===== config.mk =====
export PLATFORM = sky130hd
export DESIGN_NAME = aes_dec_sequencer
export DESIGN_NICKNAME = d
export VERILOG_FILES = /design/src/rtl/aes_seq_pkg.sv /design/src/rtl/aes_state_assembler.sv /design/src/rtl/aes_dec_sequencer.sv
export SDC_FILE = /design/constraint.sdc
export NUM_CORES = 1
export LEC_CHECK = 0
export CAP_MARGIN = 20
export CORE_AREA = 2 2 270 272
export DETAILED_ROUTE_END_ITERATION = 10
export DIE_AREA = 0 0 272 274
export HOLD_SLACK_MARGIN = 0.12
export SYNTH_ARGS = -nofsm -noshare
export SYNTH_HDL_FRONTEND = slang
export SYNTH_SLANG_ARGS = --single-unit

===== constraint.sdc =====
create_clock -name clk -period 3.86 [get_ports clk]
set_input_delay 0.386 -clock clk [delete_from_list [all_inputs] [get_ports clk]]
set_output_delay 0.386 -clock clk [all_outputs]
set_load 0.02 [all_outputs]

===== src/rtl/aes_seq_pkg.sv =====
// Shared types and constants for the AES-128 decryption sequencer.
package aes_seq_pkg;
    localparam int AES_BLOCK_W        = 128;
    localparam int AES_COL_W          = 32;
    localparam int AES_COLS           = 4;
    localparam int AES_NUM_ROUNDS     = 10;
    localparam int AES_KEY_GEN_CYCLES = 10;

    typedef enum logic [1:0] {
        IDLE   = 2'd0,
        KEYGEN = 2'd1,
        ROUND  = 2'd2,
        DONE   = 2'd3
    } seq_state_e;
endpackage


===== src/rtl/aes_state_assembler.sv =====
// Collects the four 32-bit datapath columns of one round into a shadow
// register and commits the complete 128-bit round state when the last
// column arrives. Column 0 lives in [127:96], column 3 in [31:0].
module aes_state_assembler
    import aes_seq_pkg::*;
(
    input  logic                   clk,
    input  logic                   rst_n,
    input  logic [1:0]             col_idx,
    input  logic                   col_we,
    input  logic [AES_COL_W-1:0]   col_word,
    input  logic                   commit,
    output logic [AES_BLOCK_W-1:0] state_reg
);

    logic [AES_COLS-1:0][AES_COL_W-1:0] shadow_q, shadow_d;
    logic [AES_BLOCK_W-1:0]             state_q, state_d;

    // Next shadow/state: commit bypasses the shadow for the column arriving now.
    always_comb begin
        shadow_d = shadow_q;
        state_d  = state_q;
        if (col_we) begin
            shadow_d[2'd3 - col_idx] = col_word;
        end
        if (commit) begin
            state_d = {shadow_q[3], shadow_q[2], shadow_q[1], col_word};
        end
    end

    // Register shadow and committed state; cleared by reset.
    always_ff @(posedge clk) begin
        if (!rst_n) begin
            shadow_q <= '0;
            state_q  <= '0;
        end else begin
            shadow_q <= shadow_d;
            state_q  <= state_d;
        end
    end

    assign state_reg = state_q;

endmodule


===== src/rtl/aes_dec_sequencer.sv =====
// Control block for the column-serial AES-128 decryption datapath:
// input handshake, key-schedule wait, round/column sequencing and the
// plaintext output handshake. Optional feature macro AES_SEQ_KEYREUSE_EN
// skips key expansion when the same key is offered again.
// NUM_ROUNDS must be <= 15 (4-bit round counter).
module aes_dec_sequencer
    import aes_seq_pkg::*;
#(
    parameter int NUM_ROUNDS     = AES_NUM_ROUNDS,
    parameter int KEY_GEN_CYCLES = AES_KEY_GEN_CYCLES
) (
    input  logic                   clk,
    input  logic                   rst_n,
    input  logic                   in_valid,
    output logic                   in_ready,
    input  logic [AES_BLOCK_W-1:0] in_data,
    input  logic [AES_BLOCK_W-1:0] in_key,
    output logic                   key_start,
    output logic [AES_BLOCK_W-1:0] key_out,
    output logic [AES_BLOCK_W-1:0] dp_state,
    output logic [3:0]             dp_round,
    output logic [1:0]             dp_col,
    input  logic [AES_COL_W-1:0]   dp_col_result,
    output logic                   out_valid,
    input  logic                   out_ready,
    output logic [AES_BLOCK_W-1:0] out_data,
    output logic                   busy
);

    localparam int KCW = $clog2(KEY_GEN_CYCLES + 1);

    seq_state_e             state_q, state_d;
    logic [3:0]             round_q, round_d;
    logic [1:0]             col_q, col_d;
    logic [KCW-1:0]         kcnt_q, kcnt_d;
    logic [AES_BLOCK_W-1:0] cipher_q, cipher_d;
    logic [AES_BLOCK_W-1:0] key_q, key_d;
    logic                   in_ready_q, out_valid_q, key_start_q, busy_q;
    logic                   key_start_d;
    logic                   col_we, commit;
    logic [AES_BLOCK_W-1:0] state_reg;
`ifdef AES_SEQ_KEYREUSE_EN
    logic                   key_valid_q, key_valid_d;
`endif

    // Next-state, counter and capture logic for the sequencer FSM.
    always_comb begin
        state_d     = state_q;
        round_d     = round_q;
        col_d       = col_q;
        kcnt_d      = kcnt_q;
        cipher_d    = cipher_q;
        key_d       = key_q;
        key_start_d = 1'b0;
        col_we      = 1'b0;
        commit      = 1'b0;
`ifdef AES_SEQ_KEYREUSE_EN
        key_valid_d = key_valid_q;
`endif
        case (state_q)
            IDLE: begin
                // in_ready_q is low only during reset, so gate on it too
                if (in_valid && in_ready_q) begin
                    cipher_d = in_data;
                    key_d    = in_key;
                    round_d  = '0;
                    col_d    = '0;
                    kcnt_d   = KCW'(KEY_GEN_CYCLES - 1);
`ifdef AES_SEQ_KEYREUSE_EN
                    if (key_valid_q && (in_key == key_q)) begin
                        state_d = ROUND;
                    end else begin
                        state_d     = KEYGEN;
                        key_start_d = 1'b1;
                    end
`else
                    state_d     = KEYGEN;
                    key_start_d = 1'b1;
`endif
                end
            end
            KEYGEN: begin
                if (kcnt_q == '0) begin
                    state_d = ROUND;
`ifdef AES_SEQ_KEYREUSE_EN
                    key_valid_d = 1'b1;
`endif
                end else begin
                    kcnt_d = kcnt_q - 1'b1;
                end
            end
            ROUND: begin
                col_we = 1'b1;
                col_d  = col_q + 2'd1;
                if (col_q == 2'd3) begin
                    commit = 1'b1;
                    if (round_q == 4'(NUM_ROUNDS)) begin
                        state_d = DONE;
                    end else begin
                        round_d = round_q + 4'd1;
                    end
                end
            end
            DONE: begin
                if (out_ready) begin
                    state_d = IDLE;
                end
            end
            default: state_d = IDLE;
        endcase
    end

    // FSM state, counters and registered handshake outputs.
    always_ff @(posedge clk) begin
        if (!rst_n) begin
            state_q     <= IDLE;
            round_q     <= '0;
            col_q       <= '0;
            kcnt_q      <= '0;
            cipher_q    <= '0;
            key_q       <= '0;
            in_ready_q  <= 1'b0;
            out_valid_q <= 1'b0;
            key_start_q <= 1'b0;
            busy_q      <= 1'b0;
`ifdef AES_SEQ_KEYREUSE_EN
            key_valid_q <= 1'b0;
`endif
        end else begin
            state_q     <= state_d;
            round_q     <= round_d;
            col_q       <= col_d;
            kcnt_q      <= kcnt_d;
            cipher_q    <= cipher_d;
            key_q       <= key_d;
            in_ready_q  <= (state_d == IDLE);
            out_valid_q <= (state_d == DONE);
            key_start_q <= key_start_d;
            busy_q      <= (state_d != IDLE);
`ifdef AES_SEQ_KEYREUSE_EN
            key_valid_q <= key_valid_d;
`endif
        end
    end

    aes_state_assembler u_asm (
        .clk       (clk),
        .rst_n     (rst_n),
        .col_idx   (col_q),
        .col_we    (col_we),
        .col_word  (dp_col_result),
        .commit    (commit),
        .state_reg (state_reg)
    );

    // Round 0 works on the captured ciphertext; later rounds on the committed state.
    assign dp_state  = (round_q == 4'd0) ? cipher_q : state_reg;
    assign dp_round  = round_q;
    assign dp_col    = col_q;
    assign in_ready  = in_ready_q;
    assign out_valid = out_valid_q;
    assign key_start = key_start_q;
    assign busy      = busy_q;
    assign key_out   = key_q;
    assign out_data  = state_reg;

endmodule


After elaboration in Yosys (flattened, before gate mapping):

Index checks and enable logic that the tools add are counted.

* flip-flop bits (word level): 528
* latch bits: 0
* RAM bits: 0
* memory bits (read-only): 0
* input port bits: 292
* output and inout port bits: 394
* word-level logic and storage cells: 68
* memories: 0

* add/subtract/negate cells: 4
* $mul: 0
* div/mod/pow operators: 0
* magnitude comparators: 2
* eq/ne operators: 10
* shift operators: 0
* mux-type cells: 23
* bitwise logic cells: 0
* reductions and logical operators: 14

Operators by type and width (number)
* bitwise mux 128 bit: 1
* 2-to-1 mux 128 bit: 1
* demux 32 bit (select 2 bit): 1
* 2-to-1 mux 32 bit: 1
* 2-to-1 mux 4 bit: 5
* one-hot mux 4 bit (2 select lines): 2
* 2-to-1 mux 2 bit: 6
* == test 2 bit, second input constant: 4
* zero test 4 bit: 2
* != test 2 bit, second input constant: 4
* one-hot mux 2 bit (4 select lines): 1
* AND reduction 2 bit: 3
* nonzero test 2 bit: 3
* adder 4 x 1 -> 4 bit, second input constant: 1
* == test 4 bit, second input constant: 1
* zero test 2 bit: 2
* 2-to-1 mux 1 bit: 4
* one-hot mux 2 bit (2 select lines): 1
* AND reduction 4 bit: 1
* subtractor 4 x 1 -> 4 bit, second input constant: 1
* less-than comparator 2 x 3 -> 1 bit, second input constant: 1
* AND reduction 3 bit: 1
* adder 2 x 1 -> 2 bit, second input constant: 1
* == test 2 x 1 -> 1 bit, second input constant: 1
* other kinds (3): 4

Longest topological paths before layout:

Gate-level depths: netlist of run 1.

* depth in word-level cells: 6
* gate-level depth with buffers: 8
* depth with buffers taken out: 6

Modules after synthesis:

Synthesis of run 1 repeated with hierarchy kept, for this count alone.

* cells, all modules: 2109
* area, all modules: 20069.2 um^2

Modules (own cells, without submodules)
* aes_dec_sequencer: instances 1, cells an instance 1348, area an instance 11741.3 um^2, seq. area each 5445.2 um^2
* aes_state_assembler: instances 1, cells an instance 761, area an instance 8328.0 um^2, seq. area each 4484.3 um^2

Worst setup path after synthesis of run 1:

No wires, ideal clock.

* kind: register -> output
* start: reg round_q[0] (netlist: dp_round[0])
* end: out dp_state[100]
* arrival: 1.649 ns
* data required time: 3.474 ns
* slack: 1.825 ns
* stages on the path, launching flop included: 7
* path buffers: 2
* cells stage by stage: dfxtp_1 inv_1 ha_1 nor3b_1 buf_2 buf_4 mux2_2

* cells in the longest elaborated chain, start to end: 2

Ends and longest elaborated chain
* from (decl): RTL line aes_dec_sequencer.sv:33 `logic [3:0] round_q, round_d;`
* from (signal assigned): RTL line aes_dec_sequencer.sv:131 `round_q <= round_d;`
* zero test 4 bit: RTL line aes_dec_sequencer.sv:157 `assign dp_state = (round_q == 4'd0) ? cipher_q : state_reg;`
* 2-to-1 mux 128 bit: RTL line aes_dec_sequencer.sv:157
* to (decl): RTL line aes_dec_sequencer.sv:20 `output logic [AES_BLOCK_W-1:0] dp_state,`

Every way passes these cells.

Worst setup path after layout of run 1:

* start: reg round_q[0] (netlist: dp_round[0])
* end: out dp_state[76]

Same word-level chain as after synthesis.

==> results of run 1 <==
[metrics by stage]
step	util	area (µm²)	worst slack [ns]	power, mW
floorplan	-	18800	1.82	6.32
global placement	0.367	26400	1.17	7.23
detailed placement	0.367	26400	1.11	7.24
CTS	0.393	28300	0.421	12.9
global route	0.393	28300	0.294	13.2
finish	0.393	28300	0.470	12.7
[worst max-delay path: cells and delay by family (launching register included)]
family | cells | cell delay, ns
fa+ha+maj | 1 | 0.15
mux | 1 | 0.41
buf+inv | 3 | 1.09
simple gates | 1 | 0.27
flops | 1 | 0.34
[power breakdown]
group          switching (mW)  internal [mW]
Clock                    2.25           3.32
Sequential              0.117           5.32
Combinational           0.903          0.784
Total                    3.27           9.43
[cell families (layout without fill, tap and decap cells)]
logic type | count (synthesis) | count (layout) | synth area share
fa+ha+maj | 9 | 9 | 0.00599
compound gates | 490 | 490 | 0.131
mux | 129 | 129 | 0.0772
flops | 496 | 496 | 0.528
xor+xnor | 4 | 4 | 0.00186
simple gates | 1009 | 1009 | 0.206
other cells | 0 | 5 | 0
buf+inv | 186 | 828 | 0.0505
[worst paths after layout]
check / endpoint / slack, ns / cells after the start / startpoint
setup reg to reg: u_asm.state_reg[104] / 1.75 / 5 / dp_col[0]
setup / recovery: dp_state[76] / 0.47 / 6 / dp_round[0]
hold reg to reg: u_asm.state_reg[79] / 0.45 / 2 / u_asm.shadow_q[79]
hold / removal: cipher_q[54] / 0.32 / 3 / in_data[54]
[cell type report]
class                      count  area [µm²]
multi-input combinational   1641        7960
inverter                       8        37.5
antenna                        5        12.5
fill                        7358       43700
tap                          959        1200
clock inverter                22         285
timing repair buffer         717        7260
sequential                   496        9930
clock buffer                  81        1630
[Yosys cell counts, drive strengths merged]
cell type	instances	area share
nand2	972	0.19
dfxtp	496	0.53
a21oi	484	0.13
mux2	129	0.077
buf	121	0.038
clkbuf	57	0.011
nor2	11	0.0022
ha	9	0.0060
inv	8	0.0016
nor3	6	0.0025
nand3	5	0.0013
and2	4	0.0015
xor2	3	0.0014
a211oi	2	0.00080
and3	2	0.00066
nand3b	2	0.00080
nor2b	2	0.00066
o21a	2	0.00080
o21ai	2	0.00053
and3b	1	0.00047
nand4	1	0.00033
nand4bb	1	0.00060
nor3b	1	0.00040
or3b	1	0.00047
xnor2	1	0.00047
[per-layer routing]
layer / track usage / vias up
li1: - / 8751
met1: 0.254 / 8350
met3: 0.0398 / 145
met5: 0 / -
met4: 0.0842 / 0
met2: 0.331 / 516
==> results by group, run 1 <==
Run status
  – Status: finished clean

Worst setup path
  – Kind of critical path: reg2out
  – Critical path required time: 3.47 ns
  – Worst-path maximum fanout: 97
  – Arr. time, crit path: 3.00 ns
  – Worst path slowest cell: clkdlybuf4s50_1
  – Crit-path max cell delay: 0.54 ns
  – Critical path, cell by cell: inv_1 > ha_1 > nor3b_2 > buf_12 > mux2_2 > clkdlybuf4s50_1
  – Worst Setup End Kind: primary output
  – Crit path launch type: register

Yosys
  – #FFs+latches synth: 496
  – Yosys Warn Count: 0
  – Netlist cell types: 31
  – Sequential area share after synthesis: 0.528
  – Synthesized cell area: 0.0188 mm²
  – Synthesized Nets: 2624
  – Syn Area/Cell: 8.10 µm²
  – Mapped Cells: 2323

Timing
  – Final setup viols: 0
  – Worst Tran Pin Value: 0.783 ns
  – Hold_ws: 0.320 ns
  – Fin crit period: 3.39 ns
  – Setup_tns: 0 ns
  – Fin. max-slew vios: 0
  – Rel. slew slack: 0.476
  – Fin. Hold Viols: 0
  – Fmax: 0.295 GHz
  – Setup Skew: 0.0108 ns
  – Fin crit share: 0.878
  – RSZ-0062 raised after global routing: no

Clock network
  – Clk buf depth: 3
  – Clock root cell: clkbuf_16
  – Max H-tree Level: 2
  – CTS tree: done
  – Worst-path clk slew: 0.06 ns
  – CTS Buf Count: 57
  – Post-CTS resize count: 0
  – CTS Hold Bufs: 0
  – Clock Sinks: 496
  – Postcts setup bufs: 0
  – Worst-Skew Late Latency: 0.60 ns

Floorplan
  – FP Rows: 99
  – Core ar.: 0.0720 mm²
  – Die H: 274 µm
  – Die width: 272 µm
  – Initial Utilization: 0.261
  – I/O pin count: 686
  – Die footprint: 0.0745 mm²

Place
  – Gpl congestion: 0.857
  – # port buffers: 685
  – Post-DP HPWL: 55.2 mm
  – Placed cell count: 3821

Global routing
  – Vias in the first global route: 16900
  – Pin count of the biggest net entering global routing: 110
  – First-pass GRT wire length: 112 mm
  – Initial antenna violation count: 5
  – Overflow after GRT: 0
  – Total track usage: 0.200

Finish
  – P&R area growth vs syn: 50.5%
  – Layout Nets: 3222
  – Leading cell types in the layout, fill and taps excluded: nand2_1 (972), clkdlybuf4s50_1 (685), dfxtp_1 (496)
  – Commonest non-fill, non-tap cell in the layout: nand2_1
  – Layout cells sized above 1: 0.0870
  – Post-route insts no fill: 3929

Drt
  – Met2 Wirelength: 37.3 mm
  – Met3 routed WL: 4.46 mm
  – Final WL: 78.4 mm
  – DR vias: 17800
  – WL per Instance: 20.0 µm
  – Vias per Instance: 4.52
  – Routed Antenna Nets: 0
  – Number of remaining DRC errors: 0
  – Initial DRC count: 1220
  – Wire length on met1: 33.7 mm
  – DRT Pass-1 Iters: 6
  – Highest routed layer: met4

Pwr
  – Leakage: 9.77 nW
  – Power Density: 449 mW/mm²
  – Worst IR Drop VDD: 0.302 mV

Min path
  – Min-delay worst type: in2reg

Job
  – Max Cap Viol: 0
Power figures use the tool's default switching activity.
==> run 2: changes to the inputs <==
- CTS_CLUSTER_SIZE: not set -> 14
==> run 2 against run 1 <==
Via count up 0.11%. Core utilization barely moved. Clock skew increased by 0.0016 ns. Register-to-register slack barely moved. Sequential power about the same. Sequential share of layout area is essentially flat. Total power about the same. Fmax about the same. Cell count hardly changed. Highest routed layer unchanged.
==> results by group, run 2 (same netlist as run 1, synthesis figures left out) <==
Global routing
  – Vias in the first global route: 16900
  – Total track usage: 0.200
  – Overflow after GRT: 0
  – First-pass GRT wire length: 112 mm
  – Pin count of the biggest net entering global routing: 110
  – Initial antenna violation count: 5

Drt
  – Final WL: 78.5 mm
  – Routed Antenna Nets: 0
  – DRT Pass-1 Iters: 5
  – Number of remaining DRC errors: 0
  – DR vias: 17800
  – WL per Instance: 20.0 µm
  – Vias per Instance: 4.52
  – Initial DRC count: 1281

Clock network
  – Worst-Skew Late Latency: 0.61 ns
  – Clk buf depth: 3
  – Clock root cell: clkbuf_16
  – CTS Hold Bufs: 0
  – Post-CTS resize count: 0
  – Clock Sinks: 496
  – CTS tree: done
  – Postcts setup bufs: 0
  – Worst-path clk slew: 0.06 ns
  – CTS Buf Count: 57
  – Max H-tree Level: 2

Finish
  – Commonest non-fill, non-tap cell in the layout: nand2_1
  – Area of the multi-input gates: 0.00796 mm²
  – Layout Nets: 3222
  – Layout cells sized above 1: 0.0870
  – P&R area growth vs syn: 50.5%
  – Design area: 0.0283 mm²
  – Leading cell types in the layout, fill and taps excluded: nand2_1 (972), clkdlybuf4s50_1 (685), dfxtp_1 (496)
  – Fill count: 7357
  – Sequential Area: 0.00993 mm²

Pwr
  – Power Density: 449 mW/mm²
  – Worst IR Drop VDD: 0.302 mV
  – Leakage: 9.77 nW

Floorplan
  – Die H: 274 µm
  – Die footprint: 0.0745 mm²
  – I/O pin count: 686
  – Initial Utilization: 0.261
  – FP Rows: 99
  – Die width: 272 µm
  – Core ar.: 0.0720 mm²

Worst setup path
  – Crit-path max cell delay: 0.54 ns
  – Kind of critical path: reg2out
  – Buf+Inv Stages, Crit Path: 3
  – Critical path, cell by cell: inv_1 > ha_1 > nor3b_2 > buf_12 > mux2_2 > clkdlybuf4s50_1
  – Worst path slowest cell: clkdlybuf4s50_1
  – Arr. time, crit path: 3.00 ns
  – Crit path launch type: register
  – Critical path required time: 3.47 ns
  – Worst Setup End Kind: primary output
  – Crit-path leading delay family: buffers and inverters
  – Worst-path maximum fanout: 97

Timing
  – Final worst slack: 0.472 ns
  – Final setup viols: 0
  – Worst Tran Pin Value: 0.783 ns
  – Fin crit share: 0.878
  – Setup Skew: 0.0124 ns
  – Hold_ws: 0.320 ns
  – Fin. max-slew vios: 0
  – Setup_tns: 0 ns
  – RSZ-0062 raised after global routing: no
  – Fin. Hold Viols: 0
  – Rel. slew slack: 0.477
  – Fin crit period: 3.39 ns
  – Fmax: 0.295 GHz

Run status
  – Status: finished clean

Place
  – Placed cell areas: 0.0264 mm²
  – Dpl ws: 1.11 ns
  – Gpl congestion: 0.857
  – # port buffers: 685
  – Post-DP HPWL: 55.2 mm

Min path
  – Min-delay worst type: in2reg

Job
  – Max Cap Viol: 0
-- run 2: cell types whose count changed in the layout (fill, tap and decap cells not counted), sizes merged --
cell | before | now
diode | 5 | 6
-- run 2: where the power goes --
group / total, mW / internal (mW) / switching (mW)
sequential: 5.44 / 5.32 / 0.117
combinational: 1.69 / 0.784 / 0.904
clock: 5.57 / 3.32 / 2.25
-- run 2: per-layer routing --
metal,up-vias,global-route usage,routed length [µm]
met2,508,0.331,37300
met3,147,0.0398,4460
met4,0,0.0842,2950
met1,8368,0.254,33800
met5,-,0,0
li1,8758,-,-
-- run 2: path summary, 6_finish.rpt --
check | startpoint | endpoint | slack, ns | depth (start not counted)
worst min-delay path | in_data[54] | cipher_q[54] | 0.32 | 3
worst max-delay path | dp_round[0] | dp_state[76] | 0.47 | 6
worst max register to register | dp_col[0] | u_asm.state_reg[127] | 1.75 | 5
worst min register to register | u_asm.shadow_q[79] | u_asm.state_reg[79] | 0.45 | 2
-- run 2: layout make-up --
type,count,area share
Antenna cell,6,0.000530
Tap cell,959,0.0424
Clock inverter,22,0.0101
Clock buffer,81,0.0575
Timing Repair Buffer,717,0.256
Sequential cell,496,0.351
Multi-Input combinational cell,1641,0.281
Inverter,8,0.00133
-- run 2: per-stage QoR --
stage | std cells | util | power (mW)
final | 3930 | 0.393 | 12.7
after global routing | 3928 | 0.393 | 13.2
after CTS | 3924 | 0.393 | 12.9
after detailed placement | 3821 | 0.367 | 7.24
after global placement | 3821 | 0.367 | 7.23
after floorplan | 2323 | - | 6.32
-- run 2: worst register-to-register path: stages (launching register included) --
cell and delay [ns]:
dfxtp_1 0.45, ha_1 0.21, and3b_4 0.56, buf_12 0.41, nand2_1 0.28, a21oi_1 0.13
